### config.mk
export PLATFORM = sky130hd
export DESIGN_NAME = shader_core
export DESIGN_NICKNAME = d
export VERILOG_FILES = /design/src/rtl/shader_core.sv
export SDC_FILE = /design/constraint.sdc
export NUM_CORES = 1
export LEC_CHECK = 0
export CAP_MARGIN = 20
export CORE_MARGIN = 4
export CORE_UTILIZATION = 50
export CTS_BUF_LIST = sky130_fd_sc_hd__clkbuf_4 sky130_fd_sc_hd__clkbuf_8
export DETAILED_ROUTE_END_ITERATION = 10
export PLACE_DENSITY = 0.72
export SYNTH_ARGS = -nofsm -noshare
export SYNTH_HDL_FRONTEND = slang
export SYNTH_SLANG_ARGS = --single-unit
### constraint.sdc
create_clock -name clk_i -period 3.2 [get_ports clk_i]
set_input_delay 0.32 -clock clk_i [delete_from_list [all_inputs] [get_ports clk_i]]
set_output_delay 0.32 -clock clk_i [all_outputs]
set_load 0.01 [all_outputs]
### src/rtl/shader_core.sv
// shader_core: per-pixel execution unit of the tiny shader.
// Executes NUM_INSTR instructions from the rotating store head, one per cycle,
// and delivers a registered RGB222 colour at the end of each pixel.
module shader_core #(
  parameter int unsigned NUM_INSTR = 8
) (
  input  logic       clk_i,
  input  logic       rst_i,
  input  logic       start_i,
  input  logic [5:0] x_i,
  input  logic [5:0] y_i,
  input  logic [7:0] instr_i,
  output logic       shift_o,
  output logic       busy_o,
  output logic       done_o,
  output logic [5:0] rgb_o
);

  localparam int unsigned DW = 6;
  localparam int unsigned CW = (NUM_INSTR > 1) ? $clog2(NUM_INSTR) : 1;
  localparam logic [CW-1:0] LAST = CW'(NUM_INSTR - 1);

  typedef enum logic {
    IDLE = 1'b0,
    RUN  = 1'b1
  } state_t;

  state_t        state;
  state_t        state_next;
  logic          accept;
  logic          last;
  logic [CW-1:0] count;
  logic [DW-1:0] regs      [4];
  logic [DW-1:0] regs_next [4];
  logic [DW-1:0] color;
  logic [DW-1:0] color_next;
  logic [DW-1:0] x_lat;
  logic [DW-1:0] y_lat;
  logic [1:0]    dst;
  logic [1:0]    src;
  logic [DW-1:0] rd;
  logic [DW-1:0] rs;

  // Store rotation and busy follow the state, but drop in the reset cycle itself
  // so an aborted pixel issues no shift while the store is being realigned.
  assign shift_o = (state == RUN) && !rst_i;
  assign busy_o  = (state == RUN) && !rst_i;

  assign dst = instr_i[1:0];
  assign src = instr_i[3:2];
  assign rd  = regs[dst];
  assign rs  = regs[src];

  // State register.
  always_ff @(posedge clk_i) begin
    if (rst_i) begin
      state <= IDLE;
    end else begin
      state <= state_next;
    end
  end

  // Next-state: accept in IDLE, leave RUN after the last instruction.
  always_comb begin
    state_next = state;
    accept     = 1'b0;
    last       = 1'b0;
    case (state)
      IDLE: begin
        if (start_i) begin
          accept     = 1'b1;
          state_next = RUN;
        end
      end
      RUN: begin
        last = (count == LAST);
        if (last) begin
          state_next = IDLE;
        end
      end
      default: state_next = IDLE;
    endcase
  end

  // Instruction decode and execute for the current head word.
  always_comb begin
    regs_next  = regs;
    color_next = color;
    if (state == RUN) begin
      case (instr_i[7:6])
        2'b00: begin
          case (instr_i[5:2])
            4'b0000: color_next     = rd;
            4'b0100: regs_next[dst] = x_lat;
            4'b0101: regs_next[dst] = y_lat;
            default: ;
          endcase
        end
        2'b01: begin
          case (instr_i[5:4])
            2'b00:   regs_next[dst] = rd & rs;
            2'b01:   regs_next[dst] = rd | rs;
            2'b10:   regs_next[dst] = DW'(rd + rs);
            default: regs_next[dst] = rd ^ rs;
          endcase
        end
        2'b10: begin
          case (instr_i[5:4])
            2'b00:   regs_next[dst] = rs;
            2'b01:   regs_next[dst] = DW'(rd - rs);
            2'b10:   regs_next[dst] = rs >> 1;
            default: regs_next[dst] = DW'(rs << 1);
          endcase
        end
        default: regs_next[dst] = {2'b00, instr_i[5:2]};
      endcase
    end
  end

  // Datapath registers, counter, and the pixel result.
  always_ff @(posedge clk_i) begin
    if (rst_i) begin
      for (int i = 0; i < 4; i++) begin
        regs[i] <= '0;
      end
      color  <= '0;
      x_lat  <= '0;
      y_lat  <= '0;
      count  <= '0;
      rgb_o  <= '0;
      done_o <= 1'b0;
    end else begin
      done_o <= last;
      if (accept) begin
        for (int i = 0; i < 4; i++) begin
          regs[i] <= '0;
        end
        color <= '0;
        x_lat <= x_i;
        y_lat <= y_i;
        count <= '0;
      end else if (state == RUN) begin
        regs  <= regs_next;
        color <= color_next;
        count <= CW'(count + 1'b1);
        if (last) begin
          rgb_o <= color_next;
        end
      end
    end
  end

endmodule
### After elaboration in Yosys (flattened, before gate mapping)

Cells that the tools add are included.
Widths: inputs -> output; s select.

* bits in registers: 53
* output and inout bits: 9

* add/subtract/negate cells: 3
* $lt $le $gt $ge: 3
* equal/unequal tests: 8
* muxes and demuxes: 30
* bitwise logic cells: 7
* reductions and logical operators: 9

Operator list (count)
* $bwmux 24: 11
* $pmux 24 s3: 3
* $pmux 24 s2: 1
* $mux 6: 7
* $bmux 6 s2: 2
* $demux 6 s2: 1
* $eq 4x3->1 const B: 2
* $add 6x6->6: 1
* $and 6x6->6: 1
* $ge 3x3->1 const B: 2
* $not 2->3: 2
* $or 6x6->6: 1
* $sub 6x6->6: 1
* $xor 6x6->6: 1
* $eq 2x1->1 const B: 2
* $eq 2x2->1 const B: 2
* $logic_not 2->1: 2
* $logic_not 4->1: 1
* $mux 1: 4
* $add 3x1->3 const B: 1
* $eq 3x3->1 const B: 1
* $lt 3x1->1 const B: 1
* $ne 3x1->1 const B: 1
* $reduce_and 3->1: 1
* other kinds (6): 8

### Depth between registers and ports, before layout

Gate-level depths: netlist (run 1).

* depth in word-level cells: 8
* gate-level depth with buffers: 12
* depth with buffers taken out: 11

### Worst setup path before layout (run 1)

Ideal clock, no wire load.

* path kind: input to register
* start point: input instr_i[0]
* end point: register regs[10] (netlist bit)
* library setup time: 0.091 ns
* arrival: 3.019 ns
* setup slack: 0.090 ns
* stages on the path: 12
* buffers on the path: 1
* path through: buf_2 mux4_2 inv_1 ha_1 inv_1 fa_1 nor2b_1 o21a_1 or3_1 a21oi_1 o221ai_1 a311oi_1

* longest elaborated chain between the ends: 8
* elaborated cells on any way between the ends: 29
* those cells by class: add/sub: 2; order compare: 2; mux: 20; bitwise: 4; reduce/logical: 1

Ends and longest elaborated chain
* from (decl): line 12 `input logic [7:0] instr_i,`
* $not 2->3 (not written as such) (*)
* $bmux 6 s2, or another cell as far along: line 51 `assign rd = regs[dst];`
* $mux 6 (not written as such) / $logic_and 1x1->1 (equally long branches)
* $mux 6, on equally long branches
* $sub 6x6->6, or another cell as far along: line 110 `2'b01: regs_next[dst] = DW'(rd - rs);`
* $bwmux 24, or another cell as far along: line 110
* $pmux 24 s3, or another cell as far along: line 108 `case (instr_i[5:4])`
* $pmux 24 s3 (*): line 90 `case (instr_i[7:6])`
* to (signal assigned): line 143 `regs <= regs_next;`
* to (decl): line 33 `logic [DW-1:0] regs [4];`

Every way passes the cells marked *; elsewhere a longest branch is shown, timed or not. The select of a mux whose other input is x is not followed.
A chain may end at the register's enable or synchronous reset.

### Worst setup path after layout (run 1)

* start point: input instr_i[1]
* end point: register regs[10] (netlist bit)

Same word-level chain as after synthesis.

==> results.md, run 1 <==
* Pleak at approximately 2.1 nW
* WL final at 16800 um
* Routability cong. at 0.996
* Cell mode on critical path: buf_4
* Crit start category: primary input
* Clock root cell: clkbuf_8
* DRC Markers at 0
* Final HPWL DP at between 10000 and 15000 um
* Setup WS pre-CTS at -0.474 ns
* FILL cells at 869
* Max-cap violations at 0
* Clock power share at 0.252
* Crit share post-route at 0.949
* Placed Area at between 5000 and 6000 sq um
* Post-Route Utilization at 0.617
* Grt total ovfl at 0
* Min-Delay Path Class: reg -> reg
* DR vias at 5317
* Switching Power at approximately 0.63 mW
* Reg power frac at 0.403
* Critical Path AT at roughly 3.3 ns
* Maximum clock path buffer count at 2
* Ys async rst share at 0
* Comb pwr share at 0.346
* Sw frac at 0.361
* Tmin final at approximately 3 ns
* Worst-margin pin slew at ~0.77 ns
* Pint at 1.12 mW
* Max-slew violation count at 0
* Pre-Repair DR Iteration Count at 5
* CTS tree: done
* Via/cell ratio at around 6.5
* DR WL/cell at just over 20 um
* Die width at between 100 and 150 um
* Sequential area share after synthesis at 0.225
* Syn avg cell area at about 7.3 sq um
* Fin nets at between 700 and 800
* Die area at between 10000 and 15000 sq um
* Endpoints failing hold at 0
* Sequential Area at approximately 1100 sq um
* Synthesis Warnings at 0
* Largest net degree at the start of global routing at 40
* Clk_lat worst skew at around 0.32 ns
* Worst rel slew slack at 0.487
* Layout cells sized above 1 at 0.190
* Core area at 9200 sq um
* Required @ worst endpoint at approximately 3.4 ns
* ANT cells at 0
* Crit-path slowest cell: clkdlybuf4s50_1
* Worst path cell trace: clkdlybuf4s50_1 > buf_4 > mux4_2 > buf_4 > fa_2 > nor2b_1 > o21a_1 > or3_4 > a21oi_4 > o221ai_1 > a311oi_1
* Chip height at 105 um
* Synth Instances at between 600 and 700
* Main synth FF type: dfxtp_1
* VDD IR max at roughly 0.24 mV
* Row count at 35
* CP Capture Type: flip-flop
* Synthesized flop and latch total at 53
* Number of nets still failing antenna checks after routing at 0
* Unrepaired setup endpoints after global routing: no
* Commonest non-fill, non-tap cell in the layout: nand2_1
* # setup viols final at 0
* Final WS setup at between 0.15 and 0.2 ns
* Max stage delay on crit path at around 0.50 ns
* DR iter-0 viols at 560
* Global-route wire length before repair at 26300 um
* Status: completed
* Area Growth Syn to Fin at 20.6%
* Commonest non-fill, non-tap cells in the layout: 94 x nand2_1, 84 x buf_4, 76 x a21oi_1, 61 x o21ai_0, 53 x dfxtp_1
* Cts-stage hold buffer count at 0
* Fmax at about 330 MHz
* Worst Skew at between 0.01 and 0.015 ns
* Post-synth EDFFs at 0
* # port buffers at 31
* Area occupied by multi-input gates at between 3000 and 4000 sq um
* CP Max Fanout at 13
* Overall routing resource usage at 0.299
* CTS H-tree lvls at 2
* Post-Syn Area at about 4700 sq um
* Syn_nets at ~690
* Netlist cell types at 63
* Critical path class: in -> reg
* Inserted Clock Buffers at 5
* Cell area after layout at between 5000 and 6000 sq um
* Power per Cell Area at between 300 and 400 nW/um^2
* Initial Util at 0.512
* Antenna violations before repair at 0
* Vias in the first global route at between 4000 and 5000
* Ports at 32
* # clock sinks at 53
* Clock slew at reported path FFs at roughly 0.12 ns
[final cells by class]
class                           count  share of cell area
Clock buffer                        6              0.0145
Clock inverter                      2             0.00287
Tap cell                          111              0.0245
Inverter                           20              0.0141
Sequential cell                    53               0.187
Multi-Input combinational cell    513               0.582
Timing Repair Buffer              118               0.175
[cells by family (layout without fill, tap and decap cells)]
family | count (synthesis) | in the layout | synth area share
buffers and inverters | 76 | 146 | 0.0784
AO/OA/AOI/OAI | 241 | 241 | 0.321
adder cells (fa/ha/maj) | 21 | 21 | 0.0590
AND/OR/NAND/NOR | 225 | 225 | 0.226
XOR/XNOR | 2 | 2 | 0.00372
flip-flops | 53 | 53 | 0.225
multiplexers | 24 | 24 | 0.0866
[power groups by stage]
| stage | combinational, mW | clock (mW) | sequential, mW |
|---|---|---|---|
| finish | 0.605 | 0.441 | 0.705 |
| global route | 0.647 | 0.472 | 0.707 |
| CTS | 0.575 | 0.443 | 0.703 |
| detailed placement | 0.569 | 0 | 0.718 |
| global placement | 0.558 | 0 | 0.717 |
| floorplan | 0.342 | 0 | 0.713 |
[cell usage after synthesis (all sizes together) (14+ instances only)]
| cell | number | share of area |
|---|---|---|
| nor2 | 47 | 0.037 |
| o21ai | 65 | 0.070 |
| a31oi | 20 | 0.027 |
| inv | 19 | 0.015 |
| dfxtp | 53 | 0.23 |
| a21oi | 78 | 0.083 |
| nand2b | 17 | 0.023 |
| nand2 | 98 | 0.080 |
| nand3 | 14 | 0.015 |
| ha | 19 | 0.050 |
| buf | 28 | 0.039 |
| clkbuf | 28 | 0.022 |
[repair_timing]
item	4_1_cts	5_1_grt
buffers inserted	1	5
resized for setup	5	6
setup endpoints to repair	5	17
gates cloned	0	0
pin swaps	1	2
[final timing paths]
check,startpoint,endpoint,slack (ns),depth (start not counted)
hold / removal,x_lat[2],x_lat[2],0.46,2
setup reg to reg,flip-flop,regs[10],0.18,11
setup / recovery,instr_i[1],regs[10],0.16,11
hold reg to reg,x_lat[2],x_lat[2],0.46,2
[metal layers]
metal  part of all wire  global-route usage  up-vias
met5                  0                   0        -
li1                   -                   -     2469
met2               0.44               0.462      331
met4              0.029              0.0937        0
met1               0.41               0.420     2482
met3               0.11              0.0599       35
[worst max-delay path, delay by kind of cell]
| kind | cells | cell delay, ns |
|---|---|---|
| simple gates | 2 | 0.50 |
| compound gates | 4 | 0.84 |
| mux | 1 | 0.38 |
| fa+ha+maj | 1 | 0.35 |
| buf+inv | 3 | 0.89 |
[per-stage QoR]
stage	TNS, ns	total power, mW	hold WS, ns	instances
after floorplan	0	1.05	0.432	642
after global placement	-4.66	1.28	0.441	809
after detailed placement	-5.23	1.29	0.449	809
after CTS	0	1.72	0.464	818
after global routing	0	1.83	0.490	823
final	0	1.75	0.461	823
(Power assumes the default switching activity.)
==> run 2, diff against run 1 <==
Settings changed: CTS_CLUSTER_DIAMETER set to 120, GPL_ROUTABILITY_DRIVEN set to 1.
==> results of run 2 <==
The final DEF is identical to that of run 1; final timing and power are the same.
